[config.mk]
export PLATFORM = sky130hd
export DESIGN_NAME = approx_recursive_mult_seq
export DESIGN_NICKNAME = d
export VERILOG_FILES = /design/src/rtl/approx_recursive_mult_seq.sv
export SDC_FILE = /design/constraint.sdc
export NUM_CORES = 1
export LEC_CHECK = 0
export CORE_MARGIN = 1
export CORE_UTILIZATION = 50
export CTS_CLUSTER_SIZE = 30
export DETAILED_ROUTE_END_ITERATION = 16
export GPL_TIMING_DRIVEN = 0
export PLACE_DENSITY = 0.83
export SLEW_MARGIN = 20
export SYNTH_ARGS = -nofsm -noshare
export SYNTH_HDL_FRONTEND = slang
export SYNTH_SLANG_ARGS = --single-unit
[constraint.sdc]
create_clock -name clk -period 5.8 [get_ports clk]
set_input_delay 0.58 -clock clk [delete_from_list [all_inputs] [get_ports clk]]
set_output_delay 0.58 -clock clk [all_outputs]
set_load 0.02 [all_outputs]
[src/rtl/approx_recursive_mult_seq.sv]
// rtl/approx_recursive_mult_seq.sv - sequential nibble-recursive multiplier with per-block OR approximation
module approx_recursive_mult_seq #(
  parameter int WIDTH        = 8,
  parameter int APPROX_ORDER = 1,
  parameter int MSB_FIX      = 0
) (
  input  logic               clk,
  input  logic               rst,
  input  logic               in_valid,
  output logic               in_ready,
  input  logic [WIDTH-1:0]   a_i,
  input  logic [WIDTH-1:0]   b_i,
  input  logic               mode_i,
  output logic               out_valid,
  input  logic               out_ready,
  output logic [2*WIDTH-1:0] product_o
);

  localparam int N  = WIDTH / 4;
  localparam int NN = N * N;
  localparam int KW = $clog2(NN);
  localparam int PW = 2 * WIDTH;

  typedef enum logic [1:0] {IDLE, CALC, DONE} state_t;

  state_t          state, state_nxt;
  logic [WIDTH-1:0] a_r, b_r;
  logic            mode_r;
  logic [KW-1:0]   k;
  logic [PW-1:0]   acc;
  logic [PW-1:0]   product_r;

  int              idx_i, idx_j;
  logic [3:0]      a_nib, b_nib;
  logic [7:0]      sub_exact, sub_approx, sub_prod;
  logic            approx_sel;
  logic [PW-1:0]   term;
  logic            last_k;

  // OR-approximate 4x4: each output column ORs its partial products; bit 7 is a fixed constant
  function automatic logic [7:0] approx4(input logic [3:0] x, input logic [3:0] y);
    logic [7:0] r;
    r = '0;
    for (int p = 0; p < 4; p++) begin
      for (int q = 0; q < 4; q++) begin
        r[p+q] = r[p+q] | (x[p] & y[q]);
      end
    end
    r[7] = (MSB_FIX != 0);
    return r;
  endfunction

  // select the nibble pair for step k and form its shifted sub-product
  always_comb begin
    idx_i      = int'(k) % N;
    idx_j      = int'(k) / N;
    a_nib      = a_r[4*idx_i +: 4];
    b_nib      = b_r[4*idx_j +: 4];
    sub_exact  = {4'b0000, a_nib} * {4'b0000, b_nib};
    sub_approx = approx4(a_nib, b_nib);
    approx_sel = mode_r && ((idx_i + idx_j) < APPROX_ORDER);
    sub_prod   = approx_sel ? sub_approx : sub_exact;
    term       = PW'(sub_prod) << (4 * (idx_i + idx_j));
    last_k     = (k == KW'(NN - 1));
  end

  // state register
  always_ff @(posedge clk) begin
    if (rst) state <= IDLE;
    else     state <= state_nxt;
  end

  // next-state and handshake outputs
  always_comb begin
    state_nxt = state;
    in_ready  = 1'b0;
    out_valid = 1'b0;
    case (state)
      IDLE: begin
        in_ready = 1'b1;
        if (in_valid) state_nxt = CALC;
      end
      CALC: begin
        if (last_k) state_nxt = DONE;
      end
      DONE: begin
        out_valid = 1'b1;
        if (out_ready) state_nxt = IDLE;
      end
      default: state_nxt = IDLE;
    endcase
  end

  // operand capture, accumulation and result hold
  always_ff @(posedge clk) begin
    if (rst) begin
      a_r       <= '0;
      b_r       <= '0;
      mode_r    <= 1'b0;
      k         <= '0;
      acc       <= '0;
      product_r <= '0;
    end else begin
      case (state)
        IDLE: begin
          if (in_valid) begin
            a_r    <= a_i;
            b_r    <= b_i;
            mode_r <= mode_i;
            acc    <= '0;
            k      <= '0;
          end
        end
        CALC: begin
          acc <= acc + term;
          k   <= k + KW'(1);
          if (last_k) begin
            product_r <= acc + term;
            k         <= '0;
          end
        end
        default: ;
      endcase
    end
  end

  assign product_o = product_r;

endmodule
## Yosys cells after proc, flatten, opt, wreduce, memory -nomap -nowiden

Cells that the tools add are included.
W data, S select, Z words.

- Bits in registers: 53
- Bits of input ports: 21
- Output and inout port bits: 18

- Add/subtract/negate cells: 3
- Multipliers: 1
- Order comparisons: 1
- Equality and inequality tests: 6
- Shift operators: 3
- Mux-type cells: 12
- Bitwise logic cells: 25
- Reductions and logical operators: 7

Operator list:

| cell | count |
|---|---|
| $lt A32 B2 Y1 const B | 1 |
| $pmux W16 S2 | 1 |
| $add A16 B16 Y16 | 1 |
| $and A1 B1 Y1 | 16 |
| $mux W16 | 1 |
| $shiftx A8 B4 Y4 | 2 |
| $shl A8 B4 Y16 | 1 |
| $mux W2 | 5 |
| $or A1 B1 Y1 | 9 |
| $mul A4 B4 Y8 | 1 |
| $mux W8 | 1 |
| $ne A2 B2 Y1 const B | 3 |
| $pmux W2 S3 | 1 |
| $reduce_and A2 Y1 | 3 |
| $eq A2 B2 Y1 const B | 2 |
| $pmux W2 S2 | 1 |
| $reduce_and A3 Y1 | 1 |
| $add A1 B1 Y2 | 1 |
| $add A2 B1 Y2 const B | 1 |
| $eq A2 B1 Y1 const B | 1 |
| $logic_not A2 Y1 | 1 |
| $mux W1 | 2 |
| $reduce_bool A2 Y1 | 1 |
| $logic_and A1 B1 Y1 | 1 |

## Longest topological paths before layout

- Depth in word-level cells: 9
- Depth in mapped cells: 24
- Depth with buffers taken out: 23

## Least setup slack after synthesis

No wires, ideal clock.

- Kind: register -> register
- Start point: register k[1]
- End point: register acc[15]
- Setup time: 0.117 ns
- Arrival time: 4.726 ns
- Data required time: 5.683 ns
- Setup slack: 0.958 ns
- Cell stages (with the launch flop): 22
- Path buffers: 2
- Period minus slack after synthesis: 4.842 ns
- Path through: dfxtp_1 > buf_2 > mux2_2 > nand2_1 > fa_1 > inv_1 > fa_1 > ha_1 > a211o_1 > a21oi_1 > o21a_1 > xor2_1 > o32ai_1 > ha_1 > buf_6 > and3_1 > a221oi_2 > mux2i_1 > a211oi_2 > o211ai_2 > xnor2_1 > a22o_1

- Word-level cells in the longest chain between the ends: 9
- Elaborated cells between the ends (all ways): 34
- Classes of those cells: add/sub (2); mul (1); order compare (1); shift (2); mux (2); bitwise (25); reduce/logical (1)

RTL lines:

| what | RTL line | source |
|---|---|---|
| start: declaration | 29 | `logic [KW-1:0] k;` |
| start signal: assignment | 116 | `k <= k + KW'(1);` |
| branches (longest 6 deep; another with $mul A4 B4 Y8) | -- |  |
| $shl A8 B4 Y16 * | 63 | `term = PW'(sub_prod) << (4 * (idx_i + idx_j));` |
| $add A16 B16 Y16 * | 115 | `acc <= acc + term;` |
| $pmux W16 S2 * | 104 | `case (state)` |
| end signal: assignment | 115 |  |
| end: declaration | 30 | `logic [PW-1:0] acc;` |

Mark *: on every way between the ends.
A chain may end at the register's enable or synchronous reset.

## Worst setup path in the final report

- Start point: register k[1]
- End point: register product_r[10], in the netlist product_o[10]

- Word-level cells in the longest chain between the ends: 8
- Elaborated cells between the ends (all ways): 35
- Classes of those cells: add/sub (2); mul (1); order compare (1); eq/ne (1); shift (2); mux (1); bitwise (25); reduce/logical (2)

RTL lines:

| what | RTL line | source |
|---|---|---|
| branches (longest 8 deep; another with $add A16 B16 Y16) | -- |  |
| end signal: assignment | 118 | `product_r <= acc + term;` |
| end: declaration | 31 | `logic [PW-1:0] product_r;` |

Parallel ways; which one is timed is not known.

==> flow_metrics.tcl <==
set metrics [dict create \
    hold_path_depth 2 \
    final-instance-count-excl-fill 596 \
    top_reg_cell_synth "sky130_fd_sc_hd__dfxtp_1" \
    cts_buffer_depth 2 \
    routed_via_density 5.57 \
    die-area_mm2 0.00763 \
    synth.area.top_cells "sky130_fd_sc_hd__dfxtp_1 29%, sky130_fd_sc_hd__ha_1 12%, sky130_fd_sc_hd__nand2_1 8.0%" \
    detailedPlacementHpwl_mm 7.08 \
    dp_slack_ns 0.371 \
    r2r_start "k[1]" \
    rr_worst_depth 18 \
    setup_viol 0 \
    fmax_ghz 0.185 \
    period_share_pct 93.1 \
    avgSynthCellArea_um2 8.03 \
    fin_area_mm2 0.00425 \
    final.min_clock_period_ns 5.40 \
    start_util_pct 52.8 \
    n_fill_cell 655 \
    hold_class "flop to flop" \
    tritoncts "done" \
    detailedRoute.firstPassIterationCount 5 \
    result_of_the_run "finished clean" \
    r2r_slack_ns 0.40 \
    maxSlewViolCount 0 \
    num_io_pins 39 \
    postSynthCellCount 454 \
    worst_skew_pair.late_latency_ns 0.31 \
    ys_ff_latch 53 \
    via_count_of_the_first_global_routing_pass 3264 \
    grt.total_usage_pct 26.0 \
    die_h_um 87.4 \
    hold_viol_final 0 \
    critical_path_required_time_ns 5.98 \
    netlist_area_pre_place_mm2 0.00364 \
    worst_slew_margin_relative_to_its_limit_pct 48.7 \
    yosys_warnings 0 \
    post_synthesis_net_count 514 \
    synthArstFlopShare_pct 0 \
    postCtsSetupRepairBufs 0 \
    remaining_antenna_violation_count 0 \
    synthToLayoutAreaGrowth_pct 16.6 \
    globalplace.congestion 0.972 \
    dp.cells 588 \
    timing.max_cap.violations 0 \
    detail_route.wirelength_mm 9.19 \
    tritoncts.num_buffers 5 \
    drc 0 \
    worst_slack_ns 0.398 \
    worst_r2r_endpoint "product_o[10]" \
    min_delay_worst_endpoint "acc[10]" \
    total_power_uw 740 \
    port_buffers 38 \
    clk_pin_slew_worst_paths_ns 0.10 \
    synth_enable_flop_cells 0 \
    crit_path_max_fanout 9 \
    tritoncts_num_sinks 53 \
    cts_hold_buf 0 \
    grt_setup_unrepaired "no" \
    worst_hold_startpoint "acc[10]" \
    yosysTopAreaCell "sky130_fd_sc_hd__dfxtp_1" \
    worst_pin_slew_ns 0.766 \
    detail_route.wl_per_cell_um 15.4 \
    coreArea_mm2 0.00691 \
    final.setup.tns_ns 0 \
    setup_clock_skew_after_layout_ns 0.00609 \
    number_of_antenna_violations_at_the_first_check_in_global_routing 0 \
    n_antenna_cell 0 \
    die_w_um 87.4 \
    netlist-cell-type-count 59 \
    ctsRootBufferMaster "sky130_fd_sc_hd__clkbuf_8" \
    maximum_number_of_pins_on_one_net_before_global_route_repair 18 \
    final_nets 559 \
    power.density_cell_area_mw_per_mm2 174 \
    timing.setup.critical_path_class "flop to flop" \
    global_route_wire_length_before_repair_mm 15.5 \
    worst_setup_ep_type "flop" \
    layout-drive-gt1-share_pct 6.20 \
    wp_data_arrival_ns 5.59 \
    seq_area_frac_synth_pct 29.1 \
    htree_levels 2 \
    grt_overflow 0 \
    dpl_cell_area_mm2 0.00414 \
    drt_iter0_markers 239 \
    netlist.area_leader.share_pct 29.1 \
    vdd_ir_drop_max_mv 0.143 \
    crit_path_start_kind "flop" \
    power_leakage_uw 0.00176 \
    placementRows 30 \
    detailroute.via_count 3319 \
]
## worst max path at each step
stage,from,to,slack [ns],depth (start not counted)
final,k[1],product_o[10],0.40,18
after global routing,k[1],product_o[10],0.04,18
after CTS,k[1],product_o[10],0.33,18
after detailed placement,k[1],product_o[10],0.37,18
after global placement,k[1],product_o[10],0.39,18
after floorplan,k[1],acc[15],0.96,21
## cells in the mapped netlist (3+ instances only)
| master | count |
|---|---|
| sky130_fd_sc_hd__a211oi_1 | 5 |
| sky130_fd_sc_hd__a21o_1 | 7 |
| sky130_fd_sc_hd__a21oi_1 | 48 |
| sky130_fd_sc_hd__a22o_1 | 7 |
| sky130_fd_sc_hd__a31o_1 | 4 |
| sky130_fd_sc_hd__a31oi_1 | 3 |
| sky130_fd_sc_hd__and2_1 | 8 |
| sky130_fd_sc_hd__buf_1 | 4 |
| sky130_fd_sc_hd__clkbuf_1 | 13 |
| sky130_fd_sc_hd__dfxtp_1 | 53 |
| sky130_fd_sc_hd__fa_1 | 5 |
| sky130_fd_sc_hd__ha_1 | 34 |
| sky130_fd_sc_hd__inv_1 | 25 |
| sky130_fd_sc_hd__mux2_2 | 7 |
| sky130_fd_sc_hd__mux2i_1 | 10 |
| sky130_fd_sc_hd__nand2_1 | 78 |
| sky130_fd_sc_hd__nand2b_1 | 10 |
| sky130_fd_sc_hd__nand3_1 | 7 |
| sky130_fd_sc_hd__nor2_1 | 33 |
| sky130_fd_sc_hd__nor2b_1 | 6 |
| sky130_fd_sc_hd__nor3_1 | 10 |
| sky130_fd_sc_hd__nor3b_1 | 5 |
| sky130_fd_sc_hd__o211ai_1 | 3 |
| sky130_fd_sc_hd__o21a_1 | 6 |
| sky130_fd_sc_hd__o21ai_0 | 3 |
| sky130_fd_sc_hd__o21ai_1 | 3 |
| sky130_fd_sc_hd__o22ai_1 | 6 |
| sky130_fd_sc_hd__xnor2_1 | 12 |
## layout make-up
type                       instances  area (um^2)  area share (%)
buffer                            21         92.6            2.18
clock buffer                       6         82.6            1.94
clock inverter                     2         17.5           0.412
inverter                          26         97.6            2.30
multi-input combinational        354         2400            56.4
sequential                        53         1060            25.0
tap                               96          120            2.83
timing repair buffer              38          380            8.95
## worst max-delay path, stage by stage, from the launching register on
cell	delay (ns)
sky130_fd_sc_hd__dfxtp_1	0.35
sky130_fd_sc_hd__buf_2	0.24
sky130_fd_sc_hd__mux2_2	0.40
sky130_fd_sc_hd__nand2_1	0.11
sky130_fd_sc_hd__fa_1	0.44
sky130_fd_sc_hd__inv_1	0.09
sky130_fd_sc_hd__fa_1	0.42
sky130_fd_sc_hd__ha_1	0.33
sky130_fd_sc_hd__a211o_1	0.32
sky130_fd_sc_hd__a21oi_1	0.20
sky130_fd_sc_hd__o21a_1	0.17
sky130_fd_sc_hd__o211ai_1	0.19
sky130_fd_sc_hd__and2_1	0.22
sky130_fd_sc_hd__ha_1	0.36
sky130_fd_sc_hd__a2111oi_2	0.42
sky130_fd_sc_hd__a21oi_1	0.18
sky130_fd_sc_hd__nor2b_1	0.20
sky130_fd_sc_hd__o311ai_1	0.53
sky130_fd_sc_hd__a21oi_1	0.12
## flip-flops by register name, indices dropped and copies added (netlist names)
name	count
a_r	8
acc	16
b_r	8
k	2
mode_r	1
product_o	16
state	2
## cell families (layout without fill, tap and decap cells)
kind of cell / Yosys count / in the layout / synth area share [%]
AOI/OAI and AO/OA: 113 / 113 / 20.6
xor gates and xnor gates: 14 / 14 / 3.37
adders and majority gates: 39 / 39 / 14.4
buffers and inverters: 47 / 93 / 5.22
DFF: 53 / 53 / 29.1
muxes: 19 / 19 / 5.91
and+or+nand+nor: 169 / 169 / 21.4
## layout by cell type (no fill, tap or decap), types with 7 or more instances in the layout
cell type and instances:
sky130_fd_sc_hd__nand2b_1 10, sky130_fd_sc_hd__dfxtp_1 53, sky130_fd_sc_hd__inv_1 25, sky130_fd_sc_hd__a22o_1 7, sky130_fd_sc_hd__nor3_1 10, sky130_fd_sc_hd__and2_1 8, sky130_fd_sc_hd__nor2_1 33, sky130_fd_sc_hd__clkdlybuf4s50_1 38
sky130_fd_sc_hd__mux2i_1 10, sky130_fd_sc_hd__ha_1 34, sky130_fd_sc_hd__clkbuf_1 13, sky130_fd_sc_hd__nand2_1 78, sky130_fd_sc_hd__a21o_1 7, sky130_fd_sc_hd__nand3_1 7, sky130_fd_sc_hd__mux2_2 7, sky130_fd_sc_hd__xnor2_1 12
sky130_fd_sc_hd__a21oi_1 48
## metal layers
metal / vias up / wire length, um / GRT usage, % / share of wire (%)
met3: 17 / 456 / 3.03 / 5.0
met2: 98 / 4250 / 43.3 / 46
met1: 1540 / 4320 / 35.6 / 47
met4: 0 / 155 / 6.86 / 1.7
li1: 1664 / - / - / -
met5: - / 0 / 0 / 0
## what timing repair did
| item | in CTS | in global routing |
|---|---|---|
| endpoints found under the hold margin | 0 | 0 |
| resized for setup | 0 | 1 |
| setup endpoints to repair | 0 | 1 |
## per-stage QoR
step	utilization, %	hold WS (ns)
2_1_floorplan	-	0.427
3_3_place_gp	60.0	0.437
3_5_place_dp	60.0	0.447
4_1_cts	61.4	0.462
5_1_grt	61.5	0.484
6_report	61.5	0.461
## power by group
part	internal, uW	leakage (uW)	switching (uW)
combinational	50.0	0.00127	73.5
sequential	374	0.000430	7.46
clock	99.6	0.0000518	136
No activity file was read; power rests on OpenSTA's default activity.
